==> src/rtl/shift_reg_arbiter_ctrl_if.sv <==
// Handshake and serial-output bundle for shift_reg_arbiter_ctrl.
// master = requester/consumer side, slave = the controller.
interface shift_reg_arbiter_ctrl_if #(
  parameter int WIDTH = 32
);
  logic             req0_valid;
  logic [WIDTH-1:0] req0_data;
  logic             req0_ready;
  logic             req1_valid;
  logic [WIDTH-1:0] req1_data;
  logic             req1_ready;
  logic             ser_out;
  logic             ser_valid;
  logic             ser_first;
  logic             ser_last;
  logic             ser_owner;
  logic             busy;

  modport master (
    output req0_valid, req0_data, req1_valid, req1_data,
    input  req0_ready, req1_ready,
    input  ser_out, ser_valid, ser_first, ser_last, ser_owner, busy
  );

  modport slave (
    input  req0_valid, req0_data, req1_valid, req1_data,
    output req0_ready, req1_ready,
    output ser_out, ser_valid, ser_first, ser_last, ser_owner, busy
  );
endinterface

==> src/rtl/shift_reg_arbiter_ctrl.sv <==
// Two-requester round-robin front end that serialises one granted word per frame.
// Define SHIFT_CTRL_MSB_FIRST_EN to shift MSB first; default build is LSB first.

// Per-requester grant: wins if alone, or if it was not the one served last.
module shift_reg_arbiter_ctrl_lane #(
  parameter int IDX = 0
) (
  input  logic [1:0] valid,
  input  logic       last_served,
  input  logic       idle,
  output logic       ready
);
  localparam logic ME    = (IDX != 0);
  localparam logic OTHER = ~ME;

  assign ready = idle & valid[ME] & (~valid[OTHER] | (last_served != ME));
endmodule

module shift_reg_arbiter_ctrl #(
  parameter int WIDTH = 32,
  parameter int GAP   = 1
) (
  input  logic                     clk,
  input  logic                     rst_n,
  shift_reg_arbiter_ctrl_if.slave  bus
);
  localparam int NUM_REQ = 2;
  localparam int MAXC    = (WIDTH > GAP) ? WIDTH : GAP;
  localparam int CW      = $clog2(MAXC + 1);
  localparam logic [CW-1:0] CNT_LAST = CW'(WIDTH - 1);
  localparam logic [CW-1:0] GAP_LAST = (GAP > 0) ? CW'(GAP - 1) : '0;

  typedef enum logic [1:0] {S_IDLE, S_SHIFT, S_GAP} state_e;

  state_e                            state_q, state_d;
  logic [WIDTH-1:0]                  shreg_q, shreg_d;
  logic [CW-1:0]                     cnt_q, cnt_d;
  logic                              owner_q, owner_d;
  logic                              last_served_q, last_served_d;

  logic ser_out_q, ser_out_d;
  logic ser_valid_q, ser_valid_d;
  logic ser_first_q, ser_first_d;
  logic ser_last_q, ser_last_d;
  logic ser_owner_q, ser_owner_d;
  logic busy_q, busy_d;

  logic [NUM_REQ-1:0]            req_valid;
  logic [NUM_REQ-1:0][WIDTH-1:0] req_data;
  logic [NUM_REQ-1:0]            req_ready;

  assign req_valid = {bus.req1_valid, bus.req0_valid};
  assign req_data  = {bus.req1_data, bus.req0_data};

  for (genvar g = 0; g < NUM_REQ; g++) begin : g_lane
    shift_reg_arbiter_ctrl_lane #(.IDX(g)) u_lane (
      .valid       (req_valid),
      .last_served (last_served_q),
      .idle        (state_q == S_IDLE),
      .ready       (req_ready[g])
    );
  end

  assign bus.req0_ready = req_ready[0];
  assign bus.req1_ready = req_ready[1];

  always_ff @(posedge clk or negedge rst_n) begin
    if (!rst_n) begin
      state_q       <= S_IDLE;
      shreg_q       <= '0;
      cnt_q         <= '0;
      owner_q       <= 1'b0;
      last_served_q <= 1'b1;
      ser_out_q     <= 1'b0;
      ser_valid_q   <= 1'b0;
      ser_first_q   <= 1'b0;
      ser_last_q    <= 1'b0;
      ser_owner_q   <= 1'b0;
      busy_q        <= 1'b0;
    end else begin
      state_q       <= state_d;
      shreg_q       <= shreg_d;
      cnt_q         <= cnt_d;
      owner_q       <= owner_d;
      last_served_q <= last_served_d;
      ser_out_q     <= ser_out_d;
      ser_valid_q   <= ser_valid_d;
      ser_first_q   <= ser_first_d;
      ser_last_q    <= ser_last_d;
      ser_owner_q   <= ser_owner_d;
      busy_q        <= busy_d;
    end
  end

  // Next state and datapath; cnt restarts at 0 on entry to SHIFT and GAP.
  always_comb begin
    state_d       = state_q;
    shreg_d       = shreg_q;
    cnt_d         = cnt_q;
    owner_d       = owner_q;
    last_served_d = last_served_q;
    case (state_q)
      S_IDLE: begin
        if (|req_ready) begin
          state_d       = S_SHIFT;
          shreg_d       = req_ready[1] ? req_data[1] : req_data[0];
          owner_d       = req_ready[1];
          last_served_d = req_ready[1];
          cnt_d         = '0;
        end
      end
      S_SHIFT: begin
`ifdef SHIFT_CTRL_MSB_FIRST_EN
        shreg_d = {shreg_q[WIDTH-2:0], 1'b0};
`else
        shreg_d = {1'b0, shreg_q[WIDTH-1:1]};
`endif
        if (cnt_q == CNT_LAST) begin
          cnt_d   = '0;
          state_d = (GAP > 0) ? S_GAP : S_IDLE;
        end else begin
          cnt_d = cnt_q + 1'b1;
        end
      end
      S_GAP: begin
        if (cnt_q == GAP_LAST) begin
          cnt_d   = '0;
          state_d = S_IDLE;
        end else begin
          cnt_d = cnt_q + 1'b1;
        end
      end
      default: begin
        state_d = S_IDLE;
        cnt_d   = '0;
      end
    endcase
  end

  // Outputs are decoded from next state so the serial pins come straight off flops.
  always_comb begin
    ser_valid_d = (state_d == S_SHIFT);
`ifdef SHIFT_CTRL_MSB_FIRST_EN
    ser_out_d   = ser_valid_d & shreg_d[WIDTH-1];
`else
    ser_out_d   = ser_valid_d & shreg_d[0];
`endif
    ser_first_d = ser_valid_d & (cnt_d == '0);
    ser_last_d  = ser_valid_d & (cnt_d == CNT_LAST);
    ser_owner_d = ser_valid_d & owner_d;
    busy_d      = (state_d != S_IDLE);
  end

  assign bus.ser_out   = ser_out_q;
  assign bus.ser_valid = ser_valid_q;
  assign bus.ser_first = ser_first_q;
  assign bus.ser_last  = ser_last_q;
  assign bus.ser_owner = ser_owner_q;
  assign bus.busy      = busy_q;
endmodule
==> src/flat_wrapper.sv <==
// flat-port wrapper written by rule: the top's interface ports become plain ports
module shift_reg_arbiter_ctrl_flat 
#(
  parameter int WIDTH = 32,
  parameter int GAP   = 1
)
  (clk, rst_n, bus_req0_valid, bus_req0_data, bus_req1_valid, bus_req1_data, bus_req0_ready, bus_req1_ready, bus_ser_out, bus_ser_valid, bus_ser_first, bus_ser_last, bus_ser_owner, bus_busy);
  shift_reg_arbiter_ctrl_if #(.WIDTH(WIDTH)) bus_i ();
  input  logic clk;
  input  logic rst_n;
  input wire logic [$bits(bus_i.req0_valid)-1:0] bus_req0_valid;
  input wire logic [$bits(bus_i.req0_data)-1:0] bus_req0_data;
  input wire logic [$bits(bus_i.req1_valid)-1:0] bus_req1_valid;
  input wire logic [$bits(bus_i.req1_data)-1:0] bus_req1_data;
  output wire logic [$bits(bus_i.req0_ready)-1:0] bus_req0_ready;
  output wire logic [$bits(bus_i.req1_ready)-1:0] bus_req1_ready;
  output wire logic [$bits(bus_i.ser_out)-1:0] bus_ser_out;
  output wire logic [$bits(bus_i.ser_valid)-1:0] bus_ser_valid;
  output wire logic [$bits(bus_i.ser_first)-1:0] bus_ser_first;
  output wire logic [$bits(bus_i.ser_last)-1:0] bus_ser_last;
  output wire logic [$bits(bus_i.ser_owner)-1:0] bus_ser_owner;
  output wire logic [$bits(bus_i.busy)-1:0] bus_busy;
  assign bus_i.req0_valid = bus_req0_valid;
  assign bus_i.req0_data = bus_req0_data;
  assign bus_i.req1_valid = bus_req1_valid;
  assign bus_i.req1_data = bus_req1_data;
  assign bus_req0_ready = bus_i.req0_ready;
  assign bus_req1_ready = bus_i.req1_ready;
  assign bus_ser_out = bus_i.ser_out;
  assign bus_ser_valid = bus_i.ser_valid;
  assign bus_ser_first = bus_i.ser_first;
  assign bus_ser_last = bus_i.ser_last;
  assign bus_ser_owner = bus_i.ser_owner;
  assign bus_busy = bus_i.busy;
  shift_reg_arbiter_ctrl #(.WIDTH(WIDTH), .GAP(GAP)) u_core (.clk(clk), .rst_n(rst_n), .bus(bus_i));
endmodule
==> config.mk <==
export PLATFORM = sky130hd
export DESIGN_NAME = shift_reg_arbiter_ctrl_flat
export DESIGN_NICKNAME = d
export VERILOG_FILES = /design/src/rtl/shift_reg_arbiter_ctrl_if.sv /design/src/rtl/shift_reg_arbiter_ctrl.sv /design/src/flat_wrapper.sv
export SDC_FILE = /design/constraint.sdc
export NUM_CORES = 1
export LEC_CHECK = 0
export ABC_CLOCK_PERIOD_IN_PS = 2250
export CORE_MARGIN = 4
export CORE_UTILIZATION = 46
export DETAILED_ROUTE_END_ITERATION = 6
export PLACE_DENSITY_LB_ADDON = 0.08
export SLEW_MARGIN = 10
export SYNTH_ARGS = -nofsm -noshare
export SYNTH_HDL_FRONTEND = slang
export SYNTH_SLANG_ARGS = --single-unit
==> constraint.sdc <==
create_clock -name clk -period 2.25 [get_ports clk]
set_input_delay 0.3375 -clock clk [delete_from_list [all_inputs] [get_ports clk]]
set_output_delay 0.3375 -clock clk [all_outputs]
set_load 0.005 [all_outputs]
# After elaboration in Yosys (flattened, before gate mapping)

Cells that the tools add are included.

Logic and storage cells: 53
Bits in registers: 48

Reductions and logical operators: 8
Bitwise operators: 13
Equal/unequal tests: 6
Muxes and demuxes: 13
Add/subtract/negate cells: 1

Operators with widths:

| cell                                                  | number |
|---|---|
| two-way mux 32 bit                                    | 2 |
| one-hot mux 32 bit (2 select lines)                   | 1 |
| two-way mux 6 bit                                     | 3 |
| one-hot mux 6 bit (3 select lines)                    | 1 |
| equality test 6 x 5 -> 1 bit, second input constant   | 2 |
| zero test 6 bit                                       | 2 |
| AND 1 bit                                             | 8 |
| adder 6 x 1 -> 6 bit, second input constant           | 1 |
| two-way mux 2 bit                                     | 3 |
| one-hot mux 2 bit (3 select lines)                    | 1 |
| equality test 2 x 1 -> 1 bit, second input constant   | 2 |
| AND reduction 2 bit                                   | 2 |
| nonzero test 2 bit                                    | 2 |
| NOT 1 bit                                             | 3 |
| equality test 2 bit, second input constant            | 1 |
| zero test 2 bit                                       | 1 |
| two-way mux 1 bit                                     | 2 |
| inequality test 2 x 1 -> 1 bit, second input constant | 1 |
| OR 1 bit                                              | 2 |
| OR reduction 2 bit                                    | 1 |

# Longest topological paths before layout

Depth in word-level cells: 8
Mapped depth: 7
Gate-level depth less buffers: 7

# Modules after synthesis

From an unflattened synthesis, not the netlist that was laid out.

Cells, all modules: 264
Area, all modules: 2743.9 µm²

By module, submodules not included:

| module                                                | sequential area each (µm²) | area each (µm²) | times used | cells each |
|---|---|---|---|---|
| shift_reg_arbiter_ctrl                                | 1202.4                     | 2715.1          | 1          | 259 |
| shift_reg_arbiter_ctrl_lane (u_core.g_lane[0].u_lane) | 0.0                        | 16.3            | 1          | 3 |
| shift_reg_arbiter_ctrl_lane (u_core.g_lane[1].u_lane) | 0.0                        | 12.5            | 1          | 2 |

# Worst setup path before layout

OpenSTA, ideal clock, no wires.

Path kind: flip-flop to flip-flop
Start: reg u_core.cnt_q[0]
End: reg u_core.ser_first_q (netlist: u_core.bus.ser_first)
Cell stages (with the launch flop): 8
Required time: 2.155 ns
Buffers on the path: 0
Setup time: 0.095 ns
Slack: 0.271 ns
Arrival: 1.884 ns
Period minus slack after synthesis: 1.979 ns
Cells stage by stage: dfrtp_1 -> inv_1 -> ha_1 -> or4b_4 -> o21ai_4 -> nand2_2 -> a221o_1 -> nor4b_2

Longest elaborated chain between the ends: 5
Elaborated cells on any way between the ends: 13

Ends and longest elaborated chain:

| element                                            | line                                                         | text |
|---|---|---|
| start: declaration                                 | shift_reg_arbiter_ctrl.sv:37                                 | `logic [CW-1:0] cnt_q, cnt_d;` |
| start signal: assignment                           | shift_reg_arbiter_ctrl.sv:83                                 | `cnt_q <= cnt_d;` |
| adder 6 x 1 -> 6 bit, or another cell as far along | shift_reg_arbiter_ctrl.sv:122, shift_reg_arbiter_ctrl.sv:130 |  |
| two-way mux 6 bit (on tied branches)               | shift_reg_arbiter_ctrl.sv:126, shift_reg_arbiter_ctrl.sv:118 |  |
| one-hot mux 6 bit (3 select lines) *               | shift_reg_arbiter_ctrl.sv:102                                | `case (state_q)` |
| named net u_core.cnt_d[3]                          | shift_reg_arbiter_ctrl.sv:37                                 |  |
| zero test 6 bit *                                  | shift_reg_arbiter_ctrl.sv:148                                | `ser_first_d = ser_valid_d & (cnt_d == '0);` |
| AND 1 bit *                                        | shift_reg_arbiter_ctrl.sv:148                                |  |
| named net u_core.ser_first_d                       | shift_reg_arbiter_ctrl.sv:43                                 | `logic ser_first_q, ser_first_d;` |
| end signal: assignment                             | shift_reg_arbiter_ctrl.sv:88                                 | `ser_first_q <= ser_first_d;` |
| end: declaration                                   | shift_reg_arbiter_ctrl.sv:43                                 |  |

Mark *: on every way through the listed nets, which the timed path passes. The rest lies on a longest branch.
A chain may end at the register's enable or synchronous reset.

# Worst setup path after layout

Start: reg u_core.state_q[0]
End: out bus_req0_ready

Longest elaborated chain between the ends: 3

Ends and longest elaborated chain:

| element                  | line                         | text |
|---|---|---|
| start: declaration       | shift_reg_arbiter_ctrl.sv:35 | `state_e state_q, state_d;` |
| start signal: assignment | shift_reg_arbiter_ctrl.sv:81 | `state_q <= state_d;` |
| zero test 2 bit          | shift_reg_arbiter_ctrl.sv:59 | `.idle (state_q == S_IDLE),` |
| AND 1 bit (2 in series)  | shift_reg_arbiter_ctrl.sv:16 | `assign ready = idle & valid[ME] & (~valid[OTHER] \| (last_served != ME));` |
| end: declaration         | flat_wrapper.sv:15           | `output wire logic [$bits(bus_i.req0_ready)-1:0] bus_req0_ready;` |

Every way passes these cells.

==> summary.md <==
| Metric | Value |
|---|---|
| Top Ports | `76` |
| Crit path max-delay family | `buffers and inverters` |
| Placer Congestion | `0.801` |
| Via density | `5.42` |
| Clock root cell | `clkbuf_8` |
| Final Util | `0.697` |
| Drt pass-1 iters | `5` |
| Rows | `25` |
| Count of different cell masters after synthesis | `36` |
| CTS tree | `built` |
| P_leak | `1.58 nW` |
| DP Worst Slack | `46.7 ps` |
| RSZ-0062 raised after global routing | `false` |
| CP peak stage delay | `530 ps` |
| Most frequent cells in the layout | `clkdlybuf4s50_1 (74), dfrtp_1 (47), o21ai_0 (33), mux2i_1 (31), a22oi_1 (31)` |
| Syn. warnings | `0` |
| Syn Area/Cell | `10.7 um2` |
| Fin cells | `370` |
| Cells along the critical path | `nor2_4 -> nand2_1 -> a21oi_2 -> clkdlybuf4s50_1` |
| Initial DRC count | `214` |
| Dpl hpwl | `3840 um` |
| Post-synth ARST share | `1.00` |
| Total number of vias | `2007` |
| Post-synth net total | `292` |
| Fill count | `402` |
| Sequential cell area | `0.00120 mm2` |
| Largest net degree at the start of global routing | `49` |
| Synthesized area | `0.00238 mm2` |
| Setup TNS | `0 ps` |
| Max Fclk | `0.474 GHz` |
| Worst setup SP type | `register` |
| PostCTS Resize Cnt | `2` |
| DR WL/cell | `14.3 um` |
| Required time worst endpoint | `1910 ps` |
| WL final | `5300 um` |
| All-Layer GR Usage | `0.178` |
| CP Data Arrival Time | `1770 ps` |
| Sequential share of the synthesized area | `0.505` |
| Antenna violations before repair | `0` |
| Status | `finished clean` |
| Post-DP Area | `0.00328 mm2` |
| Peak fanout along the critical path | `7` |
| Power Dens Cells | `1030 mW/mm2` |
| Layout cells sized above 1 | `0.106` |
| Max Cap Viol | `0` |
| Overall Power | `3.52 mW` |
| Die area | `0.00639 mm2` |
| Final Hold Fails | `0` |
| Hold/Removal Path Class | `in2async` |
| Number of synthesized register bits | `48` |
| Detail Route Antenna Nets | `0` |
| Final setup margin | `141 ps` |
| Hold buffers post-CTS | `0` |
| Number of global-route vias before repair | `2048` |
| Die Ht | `79.9 um` |
| Cells after synthesis | `222` |
| Max-slew headroom | `0.609` |
| Fin nets | `372` |
| Slowest-stage cell, CP | `clkdlybuf4s50_1` |
| VDD IR max | `0.468 mV` |
| Die Width | `79.9 um` |
| Clk_skew | `6.72 ps` |
| Post-synth EDFFs | `0` |
| Clock Latency Late Sink | `290 ps` |
| Remaining global-route overflow | `0` |
| Clock sinks | `48` |
| H-tree depth | `2` |
| Post-route cell area | `0.00340 mm2` |
| Post-Place Cells | `362` |
| Max-slew violation count | `0` |
| Worst Setup Path Type | `reg2out` |
| Starting Density | `0.488` |
| Fin crit period | `2110 ps` |
| Clock Tree Buf Depth | `2` |
| Core area | `0.00488 mm2` |
| Critical Path Sink Type | `output pin` |
| Fin crit share | `0.937` |
| Clk slew on worst S/H paths | `90 ps` |
| CTS buffer count | `5` |
| Multi-input gate area | `0.00112 mm2` |
| First-pass GRT wire length | `9090 um` |
| Diode count | `0` |
| Hold WS | `113 ps` |
| DRC | `0` |
| Area grow syn2layout | `42.8%` |
| Dominant synthesized flop cell | `dfrtp_1` |
| Port buffer count | `75` |
| Postcts setup bufs | `0` |
| Bufs and invs on worst path | `1` |
| Commonest non-fill, non-tap cell in the layout | `clkdlybuf4s50_1` |
| Worst Tran Pin Value | `587 ps` |
| Final setup vio count | `0` |
logic make-up (layout without fill, tap and decap cells):
family,count (synthesis),in the layout,share of synthesized area
XOR/XNOR,2,2,0.00736
AO/OA/AOI/OAI,84,84,0.226
adder cells (fa/ha/maj),2,2,0.0105
multiplexers,31,31,0.130
flip-flops,48,48,0.505
AND/OR/NAND/NOR,35,35,0.0878
buffers and inverters,20,101,0.0326
cell usage after synthesis (2+ instances only):
cell type  count  area (um2)
buf_1          2        7.51
clkbuf_1      10        37.5
nand2b_1       2        12.5
dfrtp_1       47        1180
buf_2          2        10.0
and2_1         4        25.0
a21oi_1        6        30.0
a31oi_1        2        12.5
xnor2_1        2        17.5
nand3_1        4        20.0
o21ai_1        2        10.0
ha_1           2        25.0
mux2i_1       31         310
a22oi_1       31         233
inv_1          6        22.5
nand2_1        8        30.0
o21ai_0       34         170
a211oi_1       2        15.0
nor2_1         6        22.5
nor2b_1        2        12.5
o211ai_1       2        15.0
layout make-up:
type,instances,share of cell area
multi-input combinational,154,0.330
inverter,6,0.00662
tap,67,0.0247
sequential,48,0.354
clock inverter,2,0.0103
timing repair buffer,87,0.253
clock buffer,6,0.0213
registers in the layout (all words and copies together) (netlist names):
| register | flops |
|---|---|
| u_core.shreg_q | 32 |
| u_core.cnt_q | 6 |
| u_core.state_q | 2 |
| u_core.bus.busy | 1 |
| u_core.bus.ser_first | 1 |
| u_core.bus.ser_last | 1 |
| u_core.bus.ser_out | 1 |
| u_core.bus.ser_owner | 1 |
| u_core.bus.ser_valid | 1 |
| u_core.last_served_q | 1 |
| u_core.owner_q | 1 |
per-layer routing:
layer  vias up  GRT usage  wire [um]  share of wire
li1        993          -          -              -
met5         -          0          0              0
met4         0     0.0557         53          0.010
met3         5     0.0350        292          0.055
met1       950      0.231       2350           0.44
met2        59      0.300       2610           0.49
final timing paths:
kind / cells past startpoint / slack, ps / from / end
max: 4 / 140 / u_core.state_q[0] / bus_req0_ready
min: 2 / 110 / rst_n / u_core.cnt_q[2]
max reg2reg: 7 / 180 / u_core.cnt_q[0] / u_core.bus.ser_first
min in group clk: 2 / 510 / u_core.shreg_q[14] / u_core.shreg_q[14]
max in group asynchronous: 2 / 1720 / rst_n / u_core.shreg_q[31]
min reg2reg: 2 / 510 / u_core.shreg_q[14] / u_core.shreg_q[14]
power by group:
part	internal [mW]	switching, mW
Combinational	0.736	0.716
Clock	0.330	0.281
Sequential	1.22	0.232
Total	2.29	1.23
Note: power is estimated with default switching activity, not from simulation.
